### src/rtl/freq_pkg.sv
// Shared constants and FSM state type for the frequency gate counter.
package freq_pkg;

  localparam int unsigned FREQ_W            = 14;
  localparam int unsigned MAX_COUNT_DEFAULT = 9999;

  typedef enum logic [1:0] {
    IDLE,
    PRIME,
    MEASURE
  } state_t;

endpackage

### src/rtl/freq_gate_counter_if.sv
// Measurement control/result bundle between the gate counter and its consumers.
// The overflow signal exists only when FREQ_OVERFLOW_EN is defined.
interface freq_gate_counter_if;
  import freq_pkg::*;

  logic              enable;
  logic              signal;
  logic [FREQ_W-1:0] frequency;
  logic              valid;
`ifdef FREQ_OVERFLOW_EN
  logic              overflow;
`endif

  modport master (
    output enable,
    output signal,
    input  frequency,
    input  valid
`ifdef FREQ_OVERFLOW_EN
    ,
    input  overflow
`endif
  );

  modport slave (
    input  enable,
    input  signal,
    output frequency,
    output valid
`ifdef FREQ_OVERFLOW_EN
    ,
    output overflow
`endif
  );

endinterface

### src/rtl/sync_edge_detect.sv
// Metastability synchroniser followed by a single-cycle rising-edge detector.
// Reusable for any asynchronous board input.
module sync_edge_detect #(
    parameter int unsigned SYNC_STAGES = 2
) (
    input  logic clock,
    input  logic reset,
    input  logic async_in,
    output logic rise_pulse
);

  logic [SYNC_STAGES-1:0] sync_q;
  logic                   hist_q;

  always_ff @(posedge clock) begin
    if (reset) begin
      sync_q <= '0;
      hist_q <= 1'b0;
    end else begin
      sync_q <= {sync_q[SYNC_STAGES-2:0], async_in};
      hist_q <= sync_q[SYNC_STAGES-1];
    end
  end

  assign rise_pulse = sync_q[SYNC_STAGES-1] & ~hist_q;

endmodule

### src/rtl/freq_gate_counter.sv
// Counts rising edges of an asynchronous input over a fixed gate window and publishes
// a saturated result with a one-cycle valid pulse. Optional macro: FREQ_OVERFLOW_EN.
module freq_gate_counter
  import freq_pkg::*;
#(
    parameter int unsigned GATE_CYCLES = 100_000_000,
    parameter int unsigned MAX_COUNT   = MAX_COUNT_DEFAULT,
    parameter int unsigned SYNC_STAGES = 2
) (
    input logic                clock,
    input logic                reset,
    freq_gate_counter_if.slave bus
);

  localparam int unsigned       GateW     = $clog2(GATE_CYCLES);
  localparam int unsigned       PrimeW    = $clog2(SYNC_STAGES + 1) + 1;
  localparam logic [GateW-1:0]  GateLast  = GateW'(GATE_CYCLES - 1);
  localparam logic [PrimeW-1:0] PrimeLast = PrimeW'(SYNC_STAGES);
  localparam logic [FREQ_W-1:0] MaxCount  = FREQ_W'(MAX_COUNT);

  state_t              state_q, state_d;
  logic [GateW-1:0]    gate_q, gate_d;
  logic [FREQ_W-1:0]   edge_q, edge_d;
  logic [PrimeW-1:0]   prime_q, prime_d;
  logic [FREQ_W-1:0]   freq_q, freq_d;
  logic                valid_q, valid_d;
  logic                rise;
  logic                at_max;
`ifdef FREQ_OVERFLOW_EN
  // sat_q remembers that a detection was dropped at the ceiling this window.
  logic                sat_q, sat_d;
  logic                ovf_q, ovf_d;
`endif

  sync_edge_detect #(
    .SYNC_STAGES(SYNC_STAGES)
  ) u_sync (
    .clock     (clock),
    .reset     (reset),
    .async_in  (bus.signal),
    .rise_pulse(rise)
  );

  assign at_max = (edge_q == MaxCount);

  always_comb begin
    state_d = state_q;
    gate_d  = gate_q;
    edge_d  = edge_q;
    prime_d = prime_q;
    freq_d  = freq_q;
    valid_d = 1'b0;
`ifdef FREQ_OVERFLOW_EN
    sat_d   = sat_q;
    ovf_d   = ovf_q;
`endif

    case (state_q)
      IDLE: begin
        gate_d  = '0;
        edge_d  = '0;
        prime_d = '0;
`ifdef FREQ_OVERFLOW_EN
        sat_d   = 1'b0;
`endif
        if (bus.enable) begin
          state_d = PRIME;
        end
      end

      PRIME: begin
        gate_d = '0;
        edge_d = '0;
`ifdef FREQ_OVERFLOW_EN
        sat_d  = 1'b0;
`endif
        if (!bus.enable) begin
          state_d = IDLE;
          prime_d = '0;
        end else if (prime_q == PrimeLast) begin
          state_d = MEASURE;
          prime_d = '0;
        end else begin
          prime_d = prime_q + PrimeW'(1);
        end
      end

      MEASURE: begin
        if (!bus.enable) begin
          // Partial window is dropped; published result stays untouched.
          state_d = IDLE;
          gate_d  = '0;
          edge_d  = '0;
`ifdef FREQ_OVERFLOW_EN
          sat_d   = 1'b0;
`endif
        end else if (gate_q == GateLast) begin
          // A detection in the closing cycle belongs to the closing window.
          freq_d  = at_max ? MaxCount : edge_q + FREQ_W'(rise);
          valid_d = 1'b1;
          gate_d  = '0;
          edge_d  = '0;
`ifdef FREQ_OVERFLOW_EN
          ovf_d   = sat_q | (rise & at_max);
          sat_d   = 1'b0;
`endif
        end else begin
          gate_d = gate_q + GateW'(1);
          if (rise) begin
            if (!at_max) begin
              edge_d = edge_q + FREQ_W'(1);
            end
`ifdef FREQ_OVERFLOW_EN
            else begin
              sat_d = 1'b1;
            end
`endif
          end
        end
      end

      default: begin
        state_d = IDLE;
      end
    endcase
  end

  always_ff @(posedge clock) begin
    if (reset) begin
      state_q <= IDLE;
      gate_q  <= '0;
      edge_q  <= '0;
      prime_q <= '0;
      freq_q  <= '0;
      valid_q <= 1'b0;
`ifdef FREQ_OVERFLOW_EN
      sat_q   <= 1'b0;
      ovf_q   <= 1'b0;
`endif
    end else begin
      state_q <= state_d;
      gate_q  <= gate_d;
      edge_q  <= edge_d;
      prime_q <= prime_d;
      freq_q  <= freq_d;
      valid_q <= valid_d;
`ifdef FREQ_OVERFLOW_EN
      sat_q   <= sat_d;
      ovf_q   <= ovf_d;
`endif
    end
  end

  assign bus.frequency = freq_q;
  assign bus.valid     = valid_q;
`ifdef FREQ_OVERFLOW_EN
  assign bus.overflow  = ovf_q;
`endif

endmodule

### src/flat_wrapper.sv
// flat-port wrapper written by rule: the top's interface ports become plain ports
module freq_gate_counter_flat import freq_pkg::*;
#(
    parameter int unsigned GATE_CYCLES = 100_000_000,
    parameter int unsigned MAX_COUNT   = MAX_COUNT_DEFAULT,
    parameter int unsigned SYNC_STAGES = 2
)
  (clock, reset, bus_enable, bus_signal, bus_frequency, bus_valid);
  freq_gate_counter_if bus_i ();
  input logic clock;
  input logic reset;
  input wire logic [$bits(bus_i.enable)-1:0] bus_enable;
  input wire logic [$bits(bus_i.signal)-1:0] bus_signal;
  output wire logic [$bits(bus_i.frequency)-1:0] bus_frequency;
  output wire logic [$bits(bus_i.valid)-1:0] bus_valid;
  assign bus_i.enable = bus_enable;
  assign bus_i.signal = bus_signal;
  assign bus_frequency = bus_i.frequency;
  assign bus_valid = bus_i.valid;
  freq_gate_counter #(.GATE_CYCLES(GATE_CYCLES), .MAX_COUNT(MAX_COUNT), .SYNC_STAGES(SYNC_STAGES)) u_core (.clock(clock), .reset(reset), .bus(bus_i));
endmodule
### config.mk
export PLATFORM = sky130hd
export DESIGN_NAME = freq_gate_counter_flat
export DESIGN_NICKNAME = d
export VERILOG_FILES = /design/src/rtl/freq_pkg.sv /design/src/rtl/freq_gate_counter_if.sv /design/src/rtl/sync_edge_detect.sv /design/src/rtl/freq_gate_counter.sv /design/src/flat_wrapper.sv
export SDC_FILE = /design/constraint.sdc
export NUM_CORES = 1
export LEC_CHECK = 0
export BUFFER_PORTS_ARGS = -buffer_cell sky130_fd_sc_hd__buf_2
export CORE_AREA = 3 3 116 118
export DETAILED_ROUTE_END_ITERATION = 7
export DIE_AREA = 0 0 119 121
export SYNTH_ARGS = -nofsm -noshare
export SYNTH_HDL_FRONTEND = slang
export SYNTH_SLANG_ARGS = --single-unit
### constraint.sdc
create_clock -name clock -period 3.48 [get_ports clock]
set_input_delay 0.174 -clock clock [delete_from_list [all_inputs] [get_ports clock]]
set_output_delay 0.174 -clock clock [all_outputs]
set_load 0.005 [all_outputs]
==> results of run 1 <==
==> state kept, by name (all words and copies together) (netlist names) <==
register,count
u_core.u_sync.sync_q,2
u_core.state_q,2
u_core.bus.valid,1
u_core.u_sync.hist_q,1
u_core.edge_q,14
u_core.gate_q,27
u_core.bus.frequency,14
u_core.prime_q,3
==> cell usage after synthesis (all sizes together) (4+ instances only) <==
| library cell | count |
|---|---|
| dfxtp | 64 |
| nor2 | 56 |
| nand2 | 24 |
| xnor2 | 23 |
| nand3 | 20 |
| xor2 | 17 |
| a21oi | 15 |
| nor4 | 13 |
| nand4 | 11 |
| nor3 | 11 |
| or3 | 10 |
| clkbuf | 9 |
| nor2b | 9 |
| o21ai | 8 |
| a211oi | 7 |
| inv | 7 |
| mux2i | 7 |
| buf | 6 |
| nor3b | 5 |
| and4 | 4 |
| ha | 4 |
==> kinds of logic after synthesis <==
logic type / Yosys count
and+or+nand+nor: 184
DFF: 64
AOI/OAI and AO/OA: 41
xor gates and xnor gates: 40
buffers and inverters: 22
muxes: 7
adders and majority gates: 4
==> area by class of cell <==
class	count	area [µm²]	area share
multi-input cells	276	1758	0.4701
repair buffers	20	105.1	0.02810
inverters	7	26.28	0.007026
clock inverters	6	115.1	0.03078
flip-flops and latches	64	1281	0.3426
well taps	172	215.2	0.05754
clock buffers	10	239.0	0.06390
==> power by group <==
part	internal, W	total (W)	switching, W	leakage, nW
Sequential	0.000735	0.000737	0.00000221	0.516
Combinational	0.00000469	0.0000154	0.0000107	0.480
Clock	0.000722	0.00106	0.000335	0.169
==> worst paths after layout <==
check,end
worst max-delay path,u_core.edge_q[11]$_SDFFE_PP0P_
worst min-delay path,u_core.u_sync.sync_q[0]$_SDFF_PP0_
worst max register to register,u_core.edge_q[11]$_SDFFE_PP0P_
worst min register to register,u_core.u_sync.sync_q[1]$_SDFF_PP0_
==> metal layers <==
metal / up-vias / GRT usage / routed length (µm)
li1: 1311 / - / -
met1: 1243 / 0.1272 / 3343
met2: 60 / 0.1540 / 3028
met3: 14 / 0.02937 / 366
met4: 0 / 0.05720 / 176
met5: - / 0 / 0
==> placed cells by master (no fill, tap or decap), types with 4 or more instances in the layout <==
cell                        instances
sky130_fd_sc_hd__dfxtp_1           64
sky130_fd_sc_hd__clkbuf_16          9
sky130_fd_sc_hd__and4_1             4
sky130_fd_sc_hd__inv_1              7
sky130_fd_sc_hd__or3_1             10
sky130_fd_sc_hd__nand4_1           11
sky130_fd_sc_hd__nand2_1           23
sky130_fd_sc_hd__a211oi_1           7
sky130_fd_sc_hd__nor3_1            10
sky130_fd_sc_hd__a21oi_1           14
sky130_fd_sc_hd__buf_2             18
sky130_fd_sc_hd__xnor2_1           23
sky130_fd_sc_hd__xor2_1            17
sky130_fd_sc_hd__mux2i_1            7
sky130_fd_sc_hd__nor3b_1            5
sky130_fd_sc_hd__nor2_1            56
sky130_fd_sc_hd__nand3_1           20
sky130_fd_sc_hd__ha_1               4
sky130_fd_sc_hd__nor2b_1            9
sky130_fd_sc_hd__o21ai_0            8
sky130_fd_sc_hd__nor4_1            12
==> per-stage QoR <==
| stage | utilization | hold WS, ns |
|---|---|---|
| floorplan | - | 0.2456 |
| global placement | 0.2694 | 0.4455 |
| detailed placement | 0.2694 | 0.4480 |
| CTS | 0.2976 | 0.1133 |
| global route | 0.2976 | 0.1298 |
| finish | 0.2976 | 0.09517 |
==> flow_summary.json, run 1 <==
{
  "critical_path.endpoint_type": "flop",
  "fillerInstances": 1312,
  "synth-seq-cells": 64,
  "synth.mux.area_fraction": 0.02241,
  "synth.avg_cell_area_um2": 8.637,
  "ios": 19,
  "post-dp-hpwl_um": 4661,
  "num_vias": 2628,
  "cts_num_sinks": 64,
  "critical_path.startpoint_type": "flop",
  "power.total_w": 0.001810,
  "number_of_instances_resized_during_post_cts_repair": 0,
  "fin_area_mm2": 0.003740,
  "drt_drc": 0,
  "clkTransAtPathRegs_ns": 0.06,
  "yosysTopAreaCellShare": 0.4098,
  "ys.flop_type": "sky130_fd_sc_hd__dfxtp_1",
  "maxSlewViolCount": 0,
  "design.die.area_mm2": 0.01440,
  "post_layout_cell_count": 555,
  "reg2reg_from": "u_core.edge_q[1]$_SDFFE_PP0P_",
  "fmaxAchievable_mhz": 447.4,
  "finalCriticalPeriod_ns": 2.235,
  "wl_per_cell_um": 12.46,
  "synth.largest_area_cell": "sky130_fd_sc_hd__dfxtp_1",
  "worst_path_largest_cell_delay_ns": 0.51,
  "synth-async-reset-ratio": 0,
  "critical_path_class": "flop to flop",
  "syn-instance-count": 362,
  "fin_crit_sh": 0.6423,
  "antenna_found_initial": 0,
  "worst-endpoint-arrival_ns": 2.50,
  "post_synth_and_or_nand_nor_area_fraction": 0.3161,
  "fraction_of_the_mapped_netlist_area_in_compound_gates": 0.09044,
  "worstHoldStart": "bus_signal",
  "syn_nets": 370,
  "dominant_combinational_cell_family_by_area_after_synthesis": "simple AND/OR/NAND/NOR gates",
  "clock_skew_ns": 0.01038,
  "grt_setup_unrepaired": "false",
  "critical_path_peak_fanout": 11,
  "worst_slew_pin_slew_ns": 0.6553,
  "dr.pass1.iters": 5,
  "routed_wirelength_um": 6913,
  "place_worst_setup_slack_ns": 1.298,
  "max_vdd_drop_mv": 0.2815,
  "timing_hold_violations_final": 0,
  "first_global_vias": 2470,
  "clock_tree.htree_level_count": 3,
  "tritoncts.num_buffers": 9,
  "nNetsFinal": 386,
  "synth_sequential_area_ratio": 0.4098,
  "worstHoldPathCells": 2,
  "timing.critical_path.cells": "ha_1 -> nand3_1 -> o41a_1 -> nand3_1 -> or4_1 -> a21oi_1",
  "io_buffers": 18,
  "core_area_mm2": 0.01257,
  "numPlacedInstances": 539,
  "wire_length_of_the_first_global_routing_pass_um": 11740,
  "timing.critical_path.depth": 6,
  "worstPathBufferInverterCount": 0,
  "ratio_of_cells_with_drive_above_1_in_the_final_layout": 0.1227,
  "post_synth_xor_area_fraction": 0.1120,
  "insertion_delay_ns": 0.33,
  "cts_hold_buf": 0,
  "min-delay-path-class": "input port to flop",
  "power.density_cell_area_mw_per_mm2": 484.0,
  "layout-area-overhead-vs-synth_pct": 19.61,
  "die_w_um": 119,
  "postLayoutSetupSlackWorst_ns": 1.245,
  "drt-vias-per-instance": 4.735,
  "clk_root_buffer_cell": "sky130_fd_sc_hd__clkbuf_16",
  "critPathLaunch": "u_core.edge_q[1]$_SDFFE_PP0P_",
  "post_dp_cell_area_mm2": 0.003386,
  "cp_data_required_time_ns": 3.74,
  "synth.distinct_cells": 48,
  "critPathTopFamily": "simple AND/OR/NAND/NOR gates",
  "tot_gr_track_use": 0.1010,
  "drv_cap": 0,
  "netlist_area_before_placement_mm2": 0.003127,
  "grt_max_degree": 40,
  "cts.path.max_buffers": 2,
  "dieHeight_um": 121,
  "n_antenna_cell": 0,
  "synth-edff-count": 0,
  "fin_setup_tns_ns": 0,
  "run_status": "finished, final reports clean",
  "gpl.final_weighted_congestion": 0.9017,
  "worstRegToRegCells": 6,
  "synth_fa_ha_area_frac": 0.01601,
  "ys.warnings.count": 0,
  "postCtsSetupRepairBufs": 0,
  "grt_overflow": 0,
  "cts_tree": "built",
  "postRouteAntennaNets": 0,
  "reg2reg_slack_ns": 1.24,
  "timing.critical_path.mode_cell": "sky130_fd_sc_hd__nand3_1",
  "finalSetupViolations": 0,
  "drt-initial-drc-count": 186,
  "start_util": 0.2488,
  "post_synth_main_area_contributors": "sky130_fd_sc_hd__dfxtp_1, sky130_fd_sc_hd__nor2_1, sky130_fd_sc_hd__xnor2_1",
  "crit_slowest_cell": "sky130_fd_sc_hd__o41a_1",
  "leakage_nw": 1.165,
  "worst_slew_margin_rel": 0.5595,
  "rows": 41
}
Note: power is estimated with default switching activity, not from simulation.
==> inputs of run 2 (changes only) <==
==> constraint.sdc (replaced) <==
create_clock -name clock -period 1.8 [get_ports clock]
set_input_delay 0.09 -clock clock [delete_from_list [all_inputs] [get_ports clock]]
set_output_delay 0.09 -clock clock [all_outputs]
set_load 0.005 [all_outputs]
==> flow_summary.json, run 2 (synthesis results as in run 1) <==
{
  "p_clk_frac": 0.553,
  "cts_num_sinks": 64,
  "tot_gr_track_use": 0.1156,
  "share_comb_of_total_power": 0.011,
  "number_of_flip_flops_in_the_largest_register": 27,
  "dieHeight_um": 121,
  "grt_max_degree": 16,
  "clock_tree.htree_level_count": 3,
  "die_w_um": 119,
  "post_dp_cell_area_mm2": 0.003804,
  "final_cell_mix": "sky130_fd_sc_hd__dfxtp_1, sky130_fd_sc_hd__buf_4, sky130_fd_sc_hd__nor2_1",
  "core_area_mm2": 0.01257,
  "leakage_nw": 1.562,
  "pwr-share-seq": 0.436,
  "maxUsedRoutingLayer": "met4",
  "routed_wirelength_um": 8417,
  "cp_data_required_time_ns": 2.02,
  "worst_slew_margin_rel": 0.7267,
  "drv_cap": 0,
  "clock_skew_ns": 0.003822,
  "power.net_switching_w": 0.0006200,
  "wire_length_of_the_first_global_routing_pass_um": 13410,
  "run_status": "complete, but fails checks",
  "layout.cells.most_common": "sky130_fd_sc_hd__dfxtp_1",
  "layout-area-overhead-vs-synth_pct": 45.94,
  "multiInputGateArea_mm2": 0.001991,
  "clkTransAtPathRegs_ns": 0.05,
  "grt_overflow": 0,
  "postLayoutSetupSlackWorst_ns": -0.05966,
  "netSwitchingFraction": 0.1892,
  "route.layer.met1.wl_um": 3857,
  "critical_path_class": "flop to flop",
  "clk_root_buffer_cell": "sky130_fd_sc_hd__clkbuf_16",
  "worst_slew_pin_slew_ns": 0.4043,
  "rows": 41,
  "drt-initial-drc-count": 176,
  "maxSlewViolCount": 0,
  "postRouteAntennaNets": 0,
  "ratio_of_cells_with_drive_above_1_in_the_final_layout": 0.3371,
  "timing.critical_path.cells": "nor4bb_2 -> nand4_1 -> buf_6 -> o41ai_4 -> buf_4 -> a21oi_4 -> a2bb2o_4",
  "drt-vias-per-instance": 4.671,
  "fin_setup_tns_ns": -1.104,
  "critical_path.endpoint_type": "flop",
  "violations": "negative setup slack",
  "grt_setup_unrepaired": "true",
  "fillerInstances": 1259,
  "dr.pass1.iters": 4,
  "finalCriticalPeriod_ns": 1.860,
  "min-delay-path-class": "input port to flop",
  "timing_hold_violations_final": 0,
  "io_buffers": 18,
  "critical_path_peak_fanout": 3,
  "route.met3.wl_um": 263,
  "gpl.final_weighted_congestion": 0.8461,
  "nNetsFinal": 451,
  "cts.path.max_buffers": 2,
  "final_design_utilization": 0.3631,
  "insertion_delay_ns": 0.33,
  "n_antenna_cell": 0,
  "power_report.internal_total_w": 0.002657,
  "worst-endpoint-arrival_ns": 2.08,
  "num_vias": 2896,
  "tritoncts.num_buffers": 9,
  "power.total_w": 0.003277,
  "ios": 19,
  "critical_path.startpoint_type": "flop",
  "met2WireLength_um": 4140,
  "wl_per_cell_um": 13.58,
  "power.density_cell_area_mw_per_mm2": 718.1,
  "worstPathBufferInverterCount": 2,
  "largest_reg_by_ff_count": "u_core.gate_q",
  "drt_drc": 0,
  "fin_area_mm2": 0.004563,
  "design.die.area_mm2": 0.01440,
  "crit_slowest_cell": "sky130_fd_sc_hd__nor4bb_2",
  "fmaxAchievable_mhz": 537.7,
  "max_vdd_drop_mv": 0.4503,
  "worst_path_largest_cell_delay_ns": 0.35,
  "first_global_vias": 2838,
  "critPathTopFamily": "simple AND/OR/NAND/NOR gates",
  "sequential_cell_area_mm2": 0.001284,
  "cts_tree": "built",
  "post-dp-hpwl_um": 5632,
  "start_util": 0.2488,
  "antenna_found_initial": 0,
  "fin_crit_sh": 1.033,
  "finalSetupViolations": 43
}
==> run 2: cell types whose count changed in the layout (fill, tap and decap cells not counted), sizes merged <==
cell      previous run  this run
buf                 20        82
clkbuf              10        17
clkinvlp             1         0
bufinv               3         1
inv                  8         7
==> run 2: per-stage QoR <==
step           hold slack [ns]  setup WS, ns  std cells
4_1_cts               0.004942     -0.005781        614
3_3_place_gp            0.3176      -0.04785        593
3_5_place_dp            0.3465      -0.07894        593
2_1_floorplan           0.1616       0.02195        362
5_1_grt                0.05517       -0.1635        620
6_report               0.01100      -0.05966        620
==> run 2: layout make-up <==
class                           count  area share
Multi-Input combinational cell    276      0.4362
Clock buffer                       14     0.06224
Sequential cell                    64      0.2813
Timing Repair Buffer               85      0.1596
Tap cell                          172     0.04716
Clock inverter                      2    0.007678
Inverter                            7    0.005758
==> run 2: worst register-to-register path, delay by kind of cell (launching register included) <==
kind                   cells  cell delay [ns]
buffers and inverters      2             0.39
AO/OA/AOI/OAI              3             0.47
flip-flops                 1             0.34
AND/OR/NAND/NOR            2             0.54
==> run 2: final timing paths <==
kind                                            from                                  to  slack (ns)  cells after the start
setup / recovery      u_core.gate_q[20]$_SDFFE_PP0P_       u_core.edge_q[1]$_SDFFE_PP0P_       -0.06                      7
hold / removal                            bus_signal  u_core.u_sync.sync_q[0]$_SDFF_PP0_        0.01                      2
setup reg to reg      u_core.gate_q[20]$_SDFFE_PP0P_       u_core.edge_q[1]$_SDFFE_PP0P_       -0.06                      7
hold reg to reg   u_core.u_sync.sync_q[0]$_SDFF_PP0_  u_core.u_sync.sync_q[1]$_SDFF_PP0_        0.45                      1
==> run 2: what timing repair did <==
action,in CTS,in global routing
resized for setup,15,55
pin swaps,7,14
setup buffers,3,3
setup endpoints to repair,44,56
endpoints found under the hold margin,0,0
gates cloned,2,3
hold buffers,0,0
==> run 2: metal layers <==
metal,vias up,track usage
met5,-,0
li1,1451,-
met1,1385,0.1405
met4,0,0.04924
met3,11,0.02611
met2,49,0.1964
==> run 2: power by group through the flow <==
stage	Sequential [W]	Combinational, W	Clock [W]
after floorplan	0.00146	0.0000205	0
after global placement	0.00146	0.0000339	0
after detailed placement	0.00146	0.0000351	0
after CTS	0.00143	0.0000354	0.00186
after global routing	0.00143	0.0000408	0.00190
final	0.00143	0.0000377	0.00181
==> inputs of run 3 (changes only) <==
--- a/config.mk
+++ b/config.mk
@@ -6,9 +6,10 @@
 export NUM_CORES = 1
 export LEC_CHECK = 0
 export BUFFER_PORTS_ARGS = -buffer_cell sky130_fd_sc_hd__buf_2
-export CORE_AREA = 3 3 116 118
+export CORE_AREA = 3 3 122 113
+export CTS_BUF_LIST = sky130_fd_sc_hd__clkbuf_4 sky130_fd_sc_hd__clkbuf_8
 export DETAILED_ROUTE_END_ITERATION = 7
-export DIE_AREA = 0 0 119 121
+export DIE_AREA = 0 0 125 116
 export SYNTH_ARGS = -nofsm -noshare
 export SYNTH_HDL_FRONTEND = slang
 export SYNTH_SLANG_ARGS = --single-unit
==> flow_summary.json, run 3 (synthesis results as in run 1) <==
{
  "tritoncts.num_buffers": 9,
  "drt-vias-per-instance": 4.730,
  "io_buffers": 18,
  "grt_overflow": 0,
  "core_area_mm2": 0.01259,
  "share_comb_of_total_power": 0.017,
  "start_util": 0.2484,
  "timing_hold_violations_final": 0,
  "grt_setup_unrepaired": "true",
  "die_w_um": 125,
  "sequential_cell_area_mm2": 0.001290,
  "cts_num_sinks": 64,
  "worstPathBufferInverterCount": 1,
  "final_cell_mix": "sky130_fd_sc_hd__dfxtp_1, sky130_fd_sc_hd__nor2_1, sky130_fd_sc_hd__buf_4",
  "first_global_vias": 2721,
  "fin_area_mm2": 0.004423,
  "dr.pass1.iters": 4,
  "global_route.usage.met3": 0.03687,
  "cp_data_required_time_ns": 2.04,
  "ratio_of_cells_with_drive_above_1_in_the_final_layout": 0.3453,
  "fin_hold_ws_ns": 0.03300,
  "post-dp-hpwl_um": 5631,
  "violations": "negative setup slack",
  "worst_path_largest_cell_delay_ns": 0.55,
  "power.net_switching_w": 0.0005862,
  "worst_slew_pin_slew_ns": 0.4983,
  "max_vdd_drop_mv": 0.3494,
  "critical_path_class": "flop to flop",
  "worst-endpoint-arrival_ns": 2.09,
  "number_of_flip_flops_in_the_largest_register": 27,
  "wl_per_cell_um": 13.65,
  "fillerInstances": 1293,
  "drt-initial-drc-count": 174,
  "power_report.internal_total_w": 0.002250,
  "routed_wirelength_um": 8326,
  "finalCriticalPeriod_ns": 1.854,
  "min-delay-path-class": "input port to flop",
  "layout-area-overhead-vs-synth_pct": 41.46,
  "num_vias": 2885,
  "n_antenna_cell": 0,
  "tot_gr_track_use": 0.1092,
  "antenna_found_initial": 0,
  "post_dp_cell_area_mm2": 0.003779,
  "clk_root_buffer_cell": "sky130_fd_sc_hd__clkbuf_8",
  "maxSlewViolCount": 0,
  "grt_max_degree": 20,
  "nNetsFinal": 449,
  "fin_crit_sh": 1.030,
  "pwr-share-seq": 0.502,
  "p_clk_frac": 0.481,
  "rows": 39,
  "worst_slew_margin_rel": 0.6648,
  "postLayoutSetupSlackWorst_ns": -0.05366,
  "critical_path_peak_fanout": 4,
  "multiInputGateArea_mm2": 0.002012,
  "clock_skew_ns": 0.007668,
  "clock_tree.htree_level_count": 3,
  "grt-busiest-layer": "met2",
  "grt_use_met1": 0.1468,
  "drv_cap": 0,
  "fmaxAchievable_mhz": 539.5,
  "drt_drc": 0,
  "gpl.final_weighted_congestion": 0.8826,
  "cts_tree": "built",
  "run_status": "complete, but fails checks",
  "power.density_cell_area_mw_per_mm2": 641.2,
  "largest_reg_by_ff_count": "u_core.gate_q",
  "cts.path.max_buffers": 2,
  "dieHeight_um": 116,
  "insertion_delay_ns": 0.34,
  "timing.critical_path.cells": "or4b_4 -> o41a_1 -> buf_6 -> nand4_1 -> xor2_1 -> nor2_1",
  "critical_path.startpoint_type": "flop",
  "finalSetupViolations": 12,
  "netSwitchingFraction": 0.2067,
  "clkTransAtPathRegs_ns": 0.07,
  "critPathTopFamily": "simple AND/OR/NAND/NOR gates",
  "critical_path.endpoint_type": "flop",
  "leakage_nw": 1.515,
  "global_route.usage.met2": 0.1627,
  "design.die.area_mm2": 0.01450,
  "layout.cells.most_common": "sky130_fd_sc_hd__dfxtp_1",
  "wire_length_of_the_first_global_routing_pass_um": 12840,
  "ios": 19,
  "crit_slowest_cell": "sky130_fd_sc_hd__or4b_4",
  "postRouteAntennaNets": 0
}
run 3: cell types whose count changed in the layout (fill, tap and decap cells not counted), moves of 4 or more:
cell,previous run,this run
sky130_fd_sc_hd__nor2_1,42,53
sky130_fd_sc_hd__nor2_4,11,1
sky130_fd_sc_hd__buf_6,4,9
sky130_fd_sc_hd__nand3_1,19,14
sky130_fd_sc_hd__clkbuf_16,12,2
sky130_fd_sc_hd__dfxtp_2,2,7
sky130_fd_sc_hd__clkbuf_8,4,10
sky130_fd_sc_hd__nand3_2,0,5
sky130_fd_sc_hd__a21oi_1,10,14
sky130_fd_sc_hd__dfxtp_1,62,57
run 3: area by class of cell:
class	count	share of cell area
clock buffers	10	0.03112
clock inverters	6	0.01867
inverters	7	0.005941
multi-input cells	276	0.4549
flip-flops and latches	64	0.2917
well taps	164	0.04639
repair buffers	83	0.1513
run 3: metrics by stage:
stage	setup TNS, ns	setup WS (ns)	total power (W)	util	instances
global placement	-0.9120	-0.03762	0.001493	0.3001	583
global route	-1.957	-0.1158	0.002946	0.3513	610
detailed placement	-1.728	-0.06773	0.001494	0.3001	583
floorplan	0	0.02195	0.001476	-	362
CTS	-0.3443	-0.04352	0.002872	0.3257	602
finish	-0.2748	-0.05366	0.002836	0.3513	610
run 3: final timing paths:
kind / startpoint / endpoint / slack (ns) / cells past startpoint
max reg2reg: u_core.edge_q[4]$_SDFFE_PP0P_ / u_core.edge_q[5]$_SDFFE_PP0P_ / -0.05 / 6
min: reset / u_core.prime_q[1]$_SDFFE_PP0P_ / 0.03 / 2
max: u_core.edge_q[4]$_SDFFE_PP0P_ / u_core.edge_q[5]$_SDFFE_PP0P_ / -0.05 / 6
min reg2reg: u_core.u_sync.sync_q[0]$_SDFF_PP0_ / u_core.u_sync.sync_q[1]$_SDFF_PP0_ / 0.45 / 1
run 3: power groups by stage:
stage	clock network (W)	logic (W)	registers (W)
floorplan	0	0.0000205	0.00146
global placement	0	0.0000377	0.00146
detailed placement	0	0.0000380	0.00146
CTS	0.00141	0.0000425	0.00142
global route	0.00147	0.0000520	0.00142
finish	0.00136	0.0000476	0.00142
run 3: timing repair:
item	CTS	global route
gates cloned	0	3
endpoints found under the hold margin	1	0
setup buffers	2	5
hold buffers	1	0
pin swaps	5	21
resized for setup	15	53
setup endpoints to repair	54	56
run 3: per-layer routing:
layer  vias up  routed length (µm)
li1       1441                   -
met1      1381                3954
met2        48                3887
met3        15                 341
met4         0                 143
met5         -                   0
